===== config.mk =====
export PLATFORM = sky130hd
export DESIGN_NAME = pipe_stage_skid
export DESIGN_NICKNAME = d
export VERILOG_FILES = /design/src/rtl/pipe_stage_skid.sv
export SDC_FILE = /design/constraint.sdc
export NUM_CORES = 1
export LEC_CHECK = 0
export CORE_ASPECT_RATIO = 0.8
export CORE_MARGIN = 2
export CORE_UTILIZATION = 40
export CTS_BUF_LIST = sky130_fd_sc_hd__clkbuf_4 sky130_fd_sc_hd__clkbuf_8
export DETAILED_ROUTE_END_ITERATION = 16
export DONT_BUFFER_PORTS = 1
export HOLD_SLACK_MARGIN = 0.03
export PLACE_DENSITY_LB_ADDON = 0.25
export SYNTH_ARGS = -nofsm -noshare
export SYNTH_HDL_FRONTEND = slang
export SYNTH_SLANG_ARGS = --single-unit

===== constraint.sdc =====
create_clock -name clk -period 1.63 [get_ports clk]
set_clock_uncertainty 0.05 [all_clocks]
set_input_delay 0.326 -clock clk [delete_from_list [all_inputs] [get_ports clk]]
set_output_delay 0.326 -clock clk [all_outputs]
set_load 0.005 [all_outputs]

===== src/rtl/pipe_stage_skid.sv =====
// Registered valid/ready pipeline stage with a one-entry skid buffer; all outputs come from flops.
// Optional PIPE_STAGE_PERF_EN adds saturating stall_cnt / xfer_cnt performance counters.
module pipe_stage_skid #(
  parameter int                DATA_W    = 32,
  parameter logic [DATA_W-1:0] RESET_VAL = '0
) (
  input  logic              clk,
  input  logic              rst_n,
  input  logic              clear,
  input  logic              in_valid,
  output logic              in_ready,
  input  logic [DATA_W-1:0] in_data,
  output logic              out_valid,
  input  logic              out_ready,
  output logic [DATA_W-1:0] out_data
`ifdef PIPE_STAGE_PERF_EN
  ,
  output logic [31:0]       stall_cnt,
  output logic [31:0]       xfer_cnt
`endif
);

  // state | meaning
  // EMPTY | no payload held; out_valid=0, in_ready=1
  // ONE   | main holds the head payload; out_valid=1, in_ready=1
  // FULL  | main holds head, skid holds next; out_valid=1, in_ready=0
  typedef enum logic [1:0] {
    EMPTY = 2'd0,
    ONE   = 2'd1,
    FULL  = 2'd2
  } state_t;

  state_t            state;
  logic [DATA_W-1:0] main_q;
  logic [DATA_W-1:0] skid_q;
  logic              up_xfer;
  logic              dn_xfer;

  assign up_xfer  = in_valid & in_ready;
  assign dn_xfer  = out_valid & out_ready;
  assign out_data = main_q;

  // out_valid / in_ready are kept as their own flops so no input reaches an output combinationally.
  always_ff @(posedge clk or negedge rst_n) begin
    if (!rst_n) begin
      state     <= EMPTY;
      main_q    <= RESET_VAL;
      skid_q    <= RESET_VAL;
      out_valid <= 1'b0;
      in_ready  <= 1'b1;
    end else if (clear) begin
      state     <= EMPTY;
      main_q    <= RESET_VAL;
      skid_q    <= RESET_VAL;
      out_valid <= 1'b0;
      in_ready  <= 1'b1;
    end else begin
      case (state)
        EMPTY: begin
          if (up_xfer) begin
            main_q    <= in_data;
            state     <= ONE;
            out_valid <= 1'b1;
            in_ready  <= 1'b1;
          end
        end
        ONE: begin
          if (up_xfer && dn_xfer) begin
            main_q <= in_data;
          end else if (up_xfer) begin
            skid_q   <= in_data;
            state    <= FULL;
            in_ready <= 1'b0;
          end else if (dn_xfer) begin
            state     <= EMPTY;
            out_valid <= 1'b0;
          end
        end
        FULL: begin
          if (dn_xfer) begin
            main_q   <= skid_q;
            state    <= ONE;
            in_ready <= 1'b1;
          end
        end
        default: begin
          state     <= EMPTY;
          out_valid <= 1'b0;
          in_ready  <= 1'b1;
        end
      endcase
    end
  end

`ifdef PIPE_STAGE_PERF_EN
  // Counters ignore clear so software can read totals across flushes.
  always_ff @(posedge clk or negedge rst_n) begin
    if (!rst_n) begin
      stall_cnt <= 32'd0;
      xfer_cnt  <= 32'd0;
    end else begin
      if (out_valid && !out_ready && (stall_cnt != 32'hFFFF_FFFF)) begin
        stall_cnt <= stall_cnt + 32'd1;
      end
      if (dn_xfer && (xfer_cnt != 32'hFFFF_FFFF)) begin
        xfer_cnt <= xfer_cnt + 32'd1;
      end
    end
  end
`endif

endmodule


### Yosys cells after proc, flatten, opt, wreduce, memory -nomap -nowiden

Index checks and enable logic that the tools add are counted.

* register bits after elaboration: 68
* latch bits: 0
* RAM bits: 0
* bits in read-only memories: 0
* bits of input ports: 37
* output and inout bits: 34
* word-level logic and storage cells: 55
* memories kept: 0

* add/sub/neg operators: 0
* $mul: 0
* divide/modulo/power cells: 0
* magnitude comparators: 0
* equality and inequality tests: 12
* shift operators: 0
* multiplexer cells: 26
* bitwise operators: 2
* reduce and logical (&&, ||, !) cells: 10

Operator list (count)
* $mux 32: 7
* $pmux 32 s3: 1
* $ne 3x3->1 const B: 7
* $mux 2: 6
* $reduce_and 4->1: 3
* $mux 1: 9
* $pmux 1 s3: 2
* $pmux 2 s3: 1
* $reduce_and 5->1: 1
* $ne 2x2->1 const B: 2
* $ne 4x4->1 const B: 1
* $reduce_bool 2->1: 2
* $reduce_bool 4->1: 1
* $reduce_and 3->1: 1
* $and 1x1->1: 2
* $eq 2x1->1 const B: 1
* $eq 2x2->1 const B: 1
* $logic_not 2->1: 1
* $logic_and 1x1->1: 1

### Depth between registers and ports, before layout

* word-level depth: 6
* gate-level depth with buffers: 8
* gate-level depth less buffers: 6

### Worst setup path before layout

No wires, ideal clock.

* path kind: reg-to-reg
* from: register state[0]
* to: register state[0]
* setup time: 0.125 ns
* arrival: 1.558 ns
* data required time: 1.455 ns
* setup slack: -0.102 ns
* cell stages (with the launch flop): 7
* path buffers: 1
* period minus slack after synthesis: 1.732 ns
* cells stage by stage: dfrtp_1 inv_1 ha_1 buf_4 a22o_1 a31oi_1 mux2_2

* word-level cells in the longest chain between the ends: 3
* elaborated cells between the ends (all ways): 10
* classes of those cells: eq/ne: 6; mux: 2; reduce/logical: 2

Ends and longest elaborated chain
* start: declaration: line 33 `state_t state;`
* start signal: assignment: line 46 `state <= EMPTY;`
* start signal: assignment: line 52 `state <= EMPTY;`
* start signal: assignment: line 62 `state <= ONE;`
* $eq 2x1->1 (tied with other cells): line 58 `case (state)`
* $ne 4x4->1 (no line) (tied with other cells)
* $reduce_and 4->1 (no line) / $mux 2 (equally long branches)

Parallel ways exist; a longest one is shown, timed or not.
A chain may end at the register's enable or synchronous reset.

### Worst setup path in the final report

* from: register state[1]
* to: register main_q[16] (netlist: out_data[16])

* word-level cells in the longest chain between the ends: 3
* elaborated cells between the ends (all ways): 10
* classes of those cells: eq/ne: 5; mux: 2; reduce/logical: 3

Ends and longest elaborated chain
* $eq 2x1->1 (tied with other cells): line 58
* $ne 3x3->1 (no line) (tied with other cells)
* $reduce_and 4->1 (no line) / $mux 32 (equally long branches)
* end signal: assignment: line 61 `main_q <= in_data;`
* end signal: assignment: line 69 `main_q <= in_data;`
* end signal: assignment: line 81 `main_q <= skid_q;`
* end: declaration: line 34 `logic [DATA_W-1:0] main_q;`

Parallel ways exist; a longest one is shown, timed or not.

==> qor.csv <==
stage;metric;value;unit
run_status;status;complete, but fails checks;
run_status;failing checks;hold timing, setup timing;
sta;final hold violations;70;
routing;DRT Wirelength;8400;um
worst_setup_path;CP Launch Type;register;
sta;setup violators final;33;
floorplanning;Die X-Extent;106;um
place;HPWL Detailed;5030;um
routing;DRT iter0 DRCs;143;
sta;Final Max Slew Viols;0;
global_route;Congestion Overflow GR;0;
clock_network;CTS Buffer Depth;2;
routing;Via Count;2411;
synthesis;Syn Area/Cell;10.5;sq um
floorplanning;Die Y;85.8;um
clock_network;CTS Buf Count;9;
clock_network;clk slew on worst S/H paths;80;ps
clock_network;Sink Count;68;
sta;Fmax;594;MHz
power_and_ir_drop;Seq pwr share;0.333;
clock_network;root buffer cell;clkbuf_8;
routing;Post-route DRC;0;
power_and_ir_drop;P_leak;1.56;nW
worst_setup_path;Critical Path Max Stage Delay;400;ps
sta;worst hold slack;-387;ps
global_route;Global Route Usage Sum;0.184;
global_route;number of global-route vias before repair;2396;
power_and_ir_drop;VDD IR max;0.967;mV
synthesis;#FFs+latches synth;68;
layout;Antenna Cells;0;
power_and_ir_drop;Sw Share;0.381;
global_route;largest net degree at the start of global routing;71;
routing;WL/cell;18.9;um
clock_network;Skew-Pair Late Insertion Delay;340;ps
synthesis;Post-Syn Instances;320;
clock_network;CTS tree;yes;
layout;Final Instance Area;3980;sq um
worst_setup_path;Worst Path Arrival;1850;ps
place;Area after DPL;3570;sq um
floorplanning;Core ar.;8020;sq um
global_route;initial antenna violation count;0;
sta;slew margin rel.;0.827;
floorplanning;Initial Util;0.418;
layout;Area Overhead vs Synth;18.9;%
floorplanning;row cnt;29;
worst_setup_path;CP Max Fanout;12;
worst_setup_path;Worst path slowest cell;dfrtp_1;
synthesis;Synth Cell Area;3350;sq um
power_and_ir_drop;Pwr Density;1950;nW/um^2
worst_setup_path;critical path cell sequence;buf_4 > ha_4 > a22oi_2 > buf_6 > and2_4 > buf_12 > a211oi_1;
hold_path;class of the worst hold path;in -> async;
run;# Max-Cap Violations;0;
synthesis;Synth Warn #;0;
synthesis;register area share after synthesis;0.509;
power_and_ir_drop;Psw;0.00296;W
power_and_ir_drop;clock group share of total power;0.206;
power_and_ir_drop;internal power;0.00481;W
routing;Post-DRT Antenna Nets;0;
layout;layout cells sized above 1;0.270;
clock_network;CTS HTree Levels;3;
worst_setup_path;R2R Setup Slk;-50;ps
layout;Non-Filler Instances;445;
synthesis;Synth Net Count;361;
routing;number of vias per cell;5.42;
power_and_ir_drop;Logic pwr share;0.462;
sta;final worst-path setup slack;-52.2;ps
worst_setup_path;Critical Path RT;1800;ps
worst_setup_path;Setup crit end kind;register;
floorplanning;# IOs;71;
sta;RSZ-0062 raised after global routing;true;
place;Cells after DPL;422;
place;GP Congestion;0.785;
sta;clock period minus worst slack;1680;ps
place;Setup WS pre-CTS;-70.4;ps
synthesis;post-synthesis cell type count;29;
sta;Final Cycle Share;1.03;
sta;worst slew pin tran;260;ps
sta;setup TNS;-1030;ps
place;IO Port Bufs;0;
floorplanning;die area;9120;sq um
layout;Final Net Count;373;
routing;First-pass DRT Iterations;4;
global_route;global-route wire length before repair;13100;um
worst_setup_path;critical path class;reg -> reg;
-- flip-flops by register name, summed over array words and instances, names as in the netlist --
| signal | cells |
|---|---|
| out_data | 32 |
| skid_q | 32 |
| state | 2 |
| in_ready | 1 |
| out_valid | 1 |
-- cells in the final DEF, fill, tap and decap left out, types with 2 or more instances in the layout --
cell type / instances
a211oi_1: 4
a211oi_2: 30
a21oi_1: 64
buf_12: 8
buf_4: 15
buf_6: 5
buf_8: 2
bufinv_16: 2
clkbuf_8: 10
clkinvlp_4: 2
dfrtp_1: 67
ha_4: 2
inv_2: 2
mux2i_1: 32
nand2_1: 65
nand3_1: 2
nand4_1: 2
nor2_1: 3
-- metrics by stage --
step           utilization  hold WS [ps]  power, W
2_1_floorplan            -         -19.6   0.00481
3_3_place_gp         0.446         -17.7   0.00568
3_5_place_dp         0.446         -17.4   0.00572
4_1_cts              0.483          -396   0.00754
5_1_grt              0.497          -412   0.00824
6_report             0.497          -387   0.00778
-- worst paths after layout --
path / start / to / cells past startpoint
worst max-delay path: state[1] / out_data[16] / 7
worst min-delay path: rst_n / out_data[24] / 0
worst max register to register: state[1] / out_data[16] / 7
worst min register to register: skid_q[19] / skid_q[19] / 2
max in group asynchronous: rst_n / in_ready / 0
min in group clk: clear / out_data[20] / 1
-- power groups by stage --
stage	Combinational, W	Sequential (W)	Clock, W
after detailed placement	0.00310	0.00263	0
after CTS	0.00330	0.00260	0.00163
final	0.00359	0.00259	0.00160
after global routing	0.00388	0.00265	0.00171
after global placement	0.00307	0.00262	0
after floorplan	0.00230	0.00251	0
-- synth_stat cells (all sizes together) --
library cell  instances  share of area
a211oi               34           0.12
a21oi                66           0.10
a22o                  1         0.0026
a22oi                 1         0.0037
a31oi                 1         0.0019
and2                  1         0.0019
and4                  1         0.0026
buf                  17          0.033
clkbuf               12          0.013
dfrtp                67           0.50
dfstp                 1         0.0078
ha                    4          0.015
inv                   2         0.0022
mux2                  1         0.0034
mux2i                32          0.096
nand2                66          0.075
nand3                 2         0.0030
nand3b                1         0.0022
nand4                 2         0.0037
nor2                  4         0.0045
nor3                  1         0.0015
o21ai                 1         0.0015
o31ai                 1         0.0022
or4                   1         0.0022
-- critical path, delay by kind of cell (launching register included) --
family | cells | cell delay, ps
AO/OA/AOI/OAI | 2 | 280
adder cells (fa/ha/maj) | 1 | 180
buffers and inverters | 3 | 470
flip-flops | 1 | 400
AND/OR/NAND/NOR | 1 | 200
-- final cells by class --
class,instances,area (sq um)
repair buffers,30,359
multi-input cells,221,1550
clock inverters,5,83.8
fillers,732,4040
clock buffers,11,145
flip-flops and latches,68,1700
well taps,108,135
inverters,2,7.51
-- kinds of logic after synthesis --
logic type      synth area share
flops                      0.509
fa+ha+maj                 0.0149
simple gates              0.0964
buf+inv                   0.0482
compound gates             0.233
mux                       0.0990
-- per-layer routing --
| metal | vias up | track usage | part of all wire |
|---|---|---|---|
| met3 | 5 | 0.0737 | 0.073 |
| met4 | 0 | 0.0323 | 0.0056 |
| met5 | - | 0 | 0 |
| met2 | 70 | 0.279 | 0.46 |
| li1 | 1154 | - | - |
| met1 | 1182 | 0.253 | 0.47 |
-- what timing repair did --
action,4_1_cts,5_1_grt
gates resized for setup,19,13
pin swaps,1,2
endpoints found under the hold margin,134,133
endpoints found under the setup margin,66,66
gates cloned,0,1
setup buffers,1,5
Power figures use the tool's default switching activity.
